[src/rtl/kl8_pkg.sv]
// Shared definitions for the KL8 console controllers.
// State encoding, IOP bit positions and device codes.
package kl8_pkg;

    typedef enum logic [2:0] {
        ST_IDLE,
        ST_P1,
        ST_G1,
        ST_P2,
        ST_G2,
        ST_P4,
        ST_DONE
    } kl8_state_e;

    localparam int OP_SKP = 0;
    localparam int OP_CLR = 1;
    localparam int OP_RD  = 2;

    localparam logic [5:0] DEV_KBD = 6'o03;
    localparam logic [5:0] DEV_TTO = 6'o04;

endpackage

[src/rtl/baud_tick_gen.sv]
// Free-running 8x-baud tick: one-cycle pulse every DIV clocks while enabled.
// Shared by the keyboard and teleprinter controllers.
module baud_tick_gen #(
    parameter int DIV = 1136
) (
    input  logic clk,
    input  logic rst_n,
    input  logic en,
    output logic tick
);

    localparam int W = $clog2(DIV);
    localparam logic [W-1:0] LAST = W'(DIV - 1);

    logic [W-1:0] cnt_q, cnt_d;
    logic         tick_q;

    always_comb begin
        cnt_d = '0;
        if (en) begin
            cnt_d = (cnt_q == LAST) ? '0 : cnt_q + 1'b1;
        end
    end

    // Tick is registered alongside the count, so it is high exactly while cnt_q==LAST.
    always_ff @(posedge clk or negedge rst_n) begin
        if (!rst_n) begin
            cnt_q  <= '0;
            tick_q <= 1'b0;
        end else begin
            cnt_q  <= cnt_d;
            tick_q <= en && (cnt_d == LAST);
        end
    end

    assign tick = tick_q;

endmodule

[src/rtl/kl8_kbd_ctl.sv]
// KL8 keyboard/reader IOT sequencer: timed IOP1/IOP2/IOP4 strobes,
// skip/data return, reader-run handshake and baud tick.
module kl8_kbd_ctl
    import kl8_pkg::*;
#(
    parameter logic [5:0] DEV      = DEV_KBD,
    parameter int         IOP_W    = 4,
    parameter int         GAP_W    = 2,
    parameter int         BAUD_DIV = 1136,
    parameter int         RUN_TO   = 65535
) (
    input  logic       clk,
    input  logic       rst_n,
    input  logic       iot_valid,
    input  logic [5:0] iot_dev,
    input  logic [2:0] iot_op,
    input  logic       io_clr,
    input  logic       baud_en,
    input  logic       rx_flag,
    input  logic       rx_active,
    input  logic [7:0] rx_data,
    output logic       busy,
    output logic       iot_done,
    output logic       skip,
    output logic       ac_clr,
    output logic [7:0] data_out,
    output logic       data_valid,
    output logic       skp_strobe,
    output logic       clr_flag,
    output logic       read_buf,
    output logic       reader_run,
    output logic       baud_tick
);

    localparam int PW = (IOP_W > GAP_W) ? IOP_W : GAP_W;
    localparam int CW = ($clog2(PW) > 0) ? $clog2(PW) : 1;
    localparam int TW = $clog2(RUN_TO + 1);

    localparam logic [CW-1:0] IOP_LAST = CW'(IOP_W - 1);
    localparam logic [CW-1:0] GAP_LAST = CW'(GAP_W - 1);
    localparam logic [TW-1:0] TMR_INIT = TW'(RUN_TO);
    localparam logic [TW-1:0] TMR_ONE  = TW'(1);

    kl8_state_e    state_q;
    logic [CW-1:0] cnt_q;
    logic [2:0]    op_q;
    logic          skp_q, clr_q, rd_q;
    logic          done_q, skip_q, acclr_q, dv_q;
    logic [7:0]    data_q;
    logic          run_q;
    logic [TW-1:0] timer_q;
    logic          act_q;

    logic          run_set_d;
    logic          act_rise_d;

    always_ff @(posedge clk or negedge rst_n) begin
        if (!rst_n) begin
            state_q <= ST_IDLE;
            cnt_q   <= '0;
            op_q    <= '0;
            skp_q   <= 1'b0;
            clr_q   <= 1'b0;
            rd_q    <= 1'b0;
            done_q  <= 1'b0;
            skip_q  <= 1'b0;
            acclr_q <= 1'b0;
            dv_q    <= 1'b0;
            data_q  <= '0;
        end else if (io_clr) begin
            state_q <= ST_IDLE;
            cnt_q   <= '0;
            op_q    <= '0;
            skp_q   <= 1'b0;
            clr_q   <= 1'b0;
            rd_q    <= 1'b0;
            done_q  <= 1'b0;
            skip_q  <= 1'b0;
            acclr_q <= 1'b0;
            dv_q    <= 1'b0;
            data_q  <= '0;
        end else begin
            done_q <= 1'b0;
            unique case (state_q)
                ST_IDLE: begin
                    if (iot_valid && (iot_dev == DEV)) begin
                        op_q    <= iot_op;
                        cnt_q   <= '0;
                        skp_q   <= iot_op[OP_SKP];
                        state_q <= ST_P1;
                    end
                end
                ST_P1: begin
                    if (cnt_q == IOP_LAST) begin
                        skip_q  <= op_q[OP_SKP] & rx_flag;
                        skp_q   <= 1'b0;
                        cnt_q   <= '0;
                        state_q <= ST_G1;
                    end else begin
                        cnt_q <= cnt_q + 1'b1;
                    end
                end
                ST_G1: begin
                    if (cnt_q == GAP_LAST) begin
                        clr_q   <= op_q[OP_CLR];
                        cnt_q   <= '0;
                        state_q <= ST_P2;
                    end else begin
                        cnt_q <= cnt_q + 1'b1;
                    end
                end
                ST_P2: begin
                    if (cnt_q == IOP_LAST) begin
                        acclr_q <= op_q[OP_CLR];
                        clr_q   <= 1'b0;
                        cnt_q   <= '0;
                        state_q <= ST_G2;
                    end else begin
                        cnt_q <= cnt_q + 1'b1;
                    end
                end
                ST_G2: begin
                    if (cnt_q == GAP_LAST) begin
                        rd_q    <= op_q[OP_RD];
                        cnt_q   <= '0;
                        state_q <= ST_P4;
                    end else begin
                        cnt_q <= cnt_q + 1'b1;
                    end
                end
                ST_P4: begin
                    if (cnt_q == IOP_LAST) begin
                        if (op_q[OP_RD]) begin
                            data_q <= rx_data;
                            dv_q   <= 1'b1;
                        end
                        rd_q    <= 1'b0;
                        cnt_q   <= '0;
                        done_q  <= 1'b1;
                        state_q <= ST_DONE;
                    end else begin
                        cnt_q <= cnt_q + 1'b1;
                    end
                end
                ST_DONE: begin
                    skip_q  <= 1'b0;
                    acclr_q <= 1'b0;
                    dv_q    <= 1'b0;
                    state_q <= ST_IDLE;
                end
                default: state_q <= ST_IDLE;
            endcase
        end
    end

    assign run_set_d = (state_q == ST_P2) && (cnt_q == IOP_LAST)
                     && op_q[OP_CLR];
    assign act_rise_d = rx_active & ~act_q;

    // A KCC landing with a clear event restarts the run rather than stopping it.
    always_ff @(posedge clk or negedge rst_n) begin
        if (!rst_n) begin
            run_q   <= 1'b0;
            timer_q <= '0;
            act_q   <= 1'b0;
        end else begin
            act_q <= rx_active;
            if (io_clr) begin
                run_q   <= 1'b0;
                timer_q <= '0;
            end else if (run_set_d) begin
                run_q   <= 1'b1;
                timer_q <= TMR_INIT;
            end else if (run_q && (act_rise_d || timer_q == TMR_ONE)) begin
                run_q   <= 1'b0;
                timer_q <= '0;
            end else if (run_q) begin
                timer_q <= timer_q - 1'b1;
            end
        end
    end

    baud_tick_gen #(
        .DIV(BAUD_DIV)
    ) u_baud (
        .clk  (clk),
        .rst_n(rst_n),
        .en   (baud_en),
        .tick (baud_tick)
    );

    assign busy       = (state_q != ST_IDLE);
    assign iot_done   = done_q;
    assign skip       = done_q & skip_q;
    assign ac_clr     = done_q & acclr_q;
    assign data_valid = done_q & dv_q;
    assign data_out   = data_q;
    assign skp_strobe = skp_q;
    assign clr_flag   = clr_q;
    assign read_buf   = rd_q;
    assign reader_run = run_q;

endmodule
[config.mk]
export PLATFORM = sky130hd
export DESIGN_NAME = kl8_kbd_ctl
export DESIGN_NICKNAME = d
export VERILOG_FILES = /design/src/rtl/kl8_pkg.sv /design/src/rtl/baud_tick_gen.sv /design/src/rtl/kl8_kbd_ctl.sv
export SDC_FILE = /design/constraint.sdc
export NUM_CORES = 1
export LEC_CHECK = 0
export CELL_PAD_IN_SITES_DETAIL_PLACEMENT = 2
export CELL_PAD_IN_SITES_GLOBAL_PLACEMENT = 2
export CORE_UTILIZATION = 35
export CTS_BUF_LIST = sky130_fd_sc_hd__clkbuf_8
export DETAILED_ROUTE_END_ITERATION = 6
export PLACE_DENSITY = 0.87
export SETUP_SLACK_MARGIN = 0.15
export SKIP_LAST_GASP = 1
export SYNTH_ARGS = -nofsm -noshare
export SYNTH_HDL_FRONTEND = slang
export SYNTH_HIERARCHICAL = 1
export SYNTH_SLANG_ARGS = --single-unit
export TNS_END_PERCENT = 50
[constraint.sdc]
create_clock -name clk -period 2.76 [get_ports clk]
set_input_delay 0.414 -clock clk [delete_from_list [all_inputs] [get_ports clk]]
set_output_delay 0.414 -clock clk [all_outputs]
set_load 0.005 [all_outputs]
==> flow_summary.json <==
{
  "outcome": "completed",
  "synth.yosys.seq_area_share_pct": 46.11,
  "synthesis.area_um2": 2877,
  "hold_viol_final": 0,
  "port_buffers": 41,
  "yosysTopAreaCellShare_pct": 46.11,
  "cts-root-buf": "clkbuf_8",
  "grt_max_degree": 39,
  "hp-class": "in -> async",
  "finalCritPeriodShare_pct": 85.59,
  "clock_sinks": 53,
  "cap_viol_max_count": 0,
  "die_w_um": 92.66,
  "cts.hold.buffers_added": 0,
  "synthTopCellsByCount": "dfrtp_1, nor2_1, a21oi_1",
  "p_leak_uw": 0.001548,
  "cp.required_ns": 2.94,
  "final_max_slew_viol_count": 0,
  "die_area_um2": 8585,
  "grt_use_total_pct": 23.13,
  "ys_warn_count": 6,
  "worstPathArrival_ns": 2.54,
  "core.rowCount": 32,
  "post_cts_buffers": 0,
  "grt_pass1_vias": 2867,
  "final_area_um2": 3502,
  "p_per_area_nw_per_um2": 416.6,
  "die_y_um": 92.66,
  "dp_slack_ns": 0.4411,
  "hpwl_mm": 6.613,
  "cts-resized-gates": 0,
  "maxSlewHeadroom_pct": 42.99,
  "setup_viol": 0,
  "stdcell_count": 456,
  "antenna_found_initial": 0,
  "max_freq_ghz": 0.4233,
  "timing.final.ws_setup_ns": 0.3977,
  "syn_nets": 344,
  "ir_worst_vdd_mv": 0.1858,
  "synth-async-reset-ratio_pct": 100.0,
  "drc_errors": 0,
  "synth_edf_count": 0,
  "grt_pass1_wl_mm": 15.19,
  "end_kind": "register",
  "tightestPinTransition_ns": 0.8520,
  "cts_buffers": 5,
  "synth_largest_area_cell": "dfrtp_1",
  "first_pass_iters": 4,
  "finalSetupTns_ns": 0,
  "layout.nets": 383,
  "synthCells": 314,
  "fillers": 869,
  "start_util_pct": 36.65,
  "ios": 42,
  "dp_cells": 448,
  "clk_latency_ns": 0.33,
  "yosysMostFrequentCell": "dfrtp_1",
  "coreArea_um2": 7848,
  "ant_nets": 0,
  "viasPerCell": 5.594,
  "cts_buffer_depth": 2,
  "ys_ff_latch": 53,
  "cp_max_fo": 11,
  "rsz0062_at_grt": "false",
  "drive_above_1_share_pct": 6.780,
  "area_growth_pct": 21.75,
  "h-tree-depth": 2,
  "yosysUniqueCellTypes": 48,
  "finalCoreUtilization_pct": 44.63,
  "avgSynthCellArea_um2": 9.161,
  "clk_pin_slew_ns": 0.11,
  "cp-start-kind": "register",
  "cts_tree": "done",
  "fin_crit_ns": 2.362,
  "ys.flop_type": "dfrtp_1",
  "overflow": 0,
  "wirelength_mm": 9.321,
  "route.detailed.wl_per_inst_um": 20.44,
  "yosys-top-cells-area": "dfrtp_1, nor2_1, mux2i_1",
  "dr.first_iter.drc_count": 134,
  "gp_congestion": 0.7655,
  "dr_total_vias": 2551,
  "finClkSkew_ns": 0.01954,
  "n_antenna_cell": 0,
  "placed_cell_area_um2": 3390,
  "setup.worst_path.class": "reg -> reg"
}
[cell usage in the layout, fill, tap and decap left out, types with 3 or more instances in the layout]
cell | synthesis | routed
dfrtp_1 | 53 | 53
nor2_1 | 45 | 45
clkdlybuf4s50_1 | 0 | 40
a21oi_1 | 23 | 23
nand2_1 | 16 | 16
o21ai_0 | 15 | 15
nand3_1 | 15 | 15
a31oi_1 | 15 | 15
inv_1 | 13 | 13
mux2i_1 | 12 | 12
nor3_1 | 8 | 8
and2_1 | 6 | 6
nor2b_1 | 6 | 6
ha_1 | 6 | 6
buf_4 | 0 | 6
nand2b_1 | 5 | 5
or3_1 | 5 | 5
o21ai_1 | 5 | 5
clkbuf_8 | 0 | 5
xor2_1 | 5 | 5
xnor2_1 | 5 | 5
nand4_1 | 4 | 4
or4_1 | 3 | 3
nand3b_1 | 3 | 3
[routing by layer]
layer | routed length [um] | share of wire [%] | vias up | global-route usage [%]
met4 | 234 | 2.5 | 0 | 8.846
met1 | 3865 | 41 | 1298 | 27.80
li1 | - | - | 1193 | -
met5 | 0 | 0 | - | 0
met3 | 207 | 2.2 | 18 | 3.612
met2 | 5014 | 54 | 42 | 41.36
[flip-flops by register name, indices dropped and copies added (netlist names), 2 cells and up]
signal	flops
u_baud/cnt_q	11
timer_q	16
op_q	3
data_out	8
cnt_q	2
state_q	3
[power breakdown]
| part | internal [uW] | leakage, uW | switching [uW] | total (uW) |
|---|---|---|---|---|
| registers | 785 | 0.000735 | 9.79 | 794 |
| logic | 47.6 | 0.000755 | 55.2 | 103 |
| clock network | 273 | 0.0000585 | 289 | 562 |
| total | 1100 | 0.00155 | 354 | 1460 |
[cell type report]
type	instances	area (um^2)	share of cell area, %
Clock buffer	5	68.82	1.965
Clock inverter	3	43.79	1.250
Inverter	14	52.55	1.501
Multi-Input combinational cell	232	1433	40.91
Sequential cell	53	1326	37.87
Tap cell	102	127.6	3.644
Timing Repair Buffer	47	450.4	12.86
[final timing paths]
kind                                 start               to  slack (ns)  depth (start not counted)
max                             timer_q[1]       timer_q[0]        0.40                          7
min                                  rst_n       timer_q[6]        0.01                          1
max reg2reg                     timer_q[1]       timer_q[0]        0.40                          7
min reg2reg                u_baud/cnt_q[0]  u_baud/cnt_q[0]        0.52                          1
max in group asynchronous            rst_n  u_baud/cnt_q[3]        2.11                          2
min in group clk           u_baud/cnt_q[0]  u_baud/cnt_q[0]        0.52                          1
[kinds of logic (layout without fill, tap and decap cells)]
family,Yosys count,count (layout),share of synthesized area (%)
buffers and inverters,29,69,4.089
flip-flops,53,53,46.11
AO/OA/AOI/OAI,74,74,15.96
AND/OR/NAND/NOR,129,129,23.62
XOR/XNOR,10,10,3.045
multiplexers,13,13,4.567
adder cells (fa/ha/maj),6,6,2.610
[through the flow]
step	power (uW)	hold slack, ns
global route	1515	0.02222
CTS	1482	0.01773
global placement	907.4	0.3755
floorplan	844.0	0.1184
finish	1459	0.01064
detailed placement	913.6	0.3834
[critical path, stage by stage (launching register included)]
cell	delay, ns
dfrtp_1	0.43
inv_1	0.10
ha_1	0.14
or3b_2	0.46
o41ai_1	0.47
nor2_1	0.31
o21ai_0	0.24
a21oi_1	0.09
No activity file was read; power rests on OpenSTA's default activity.
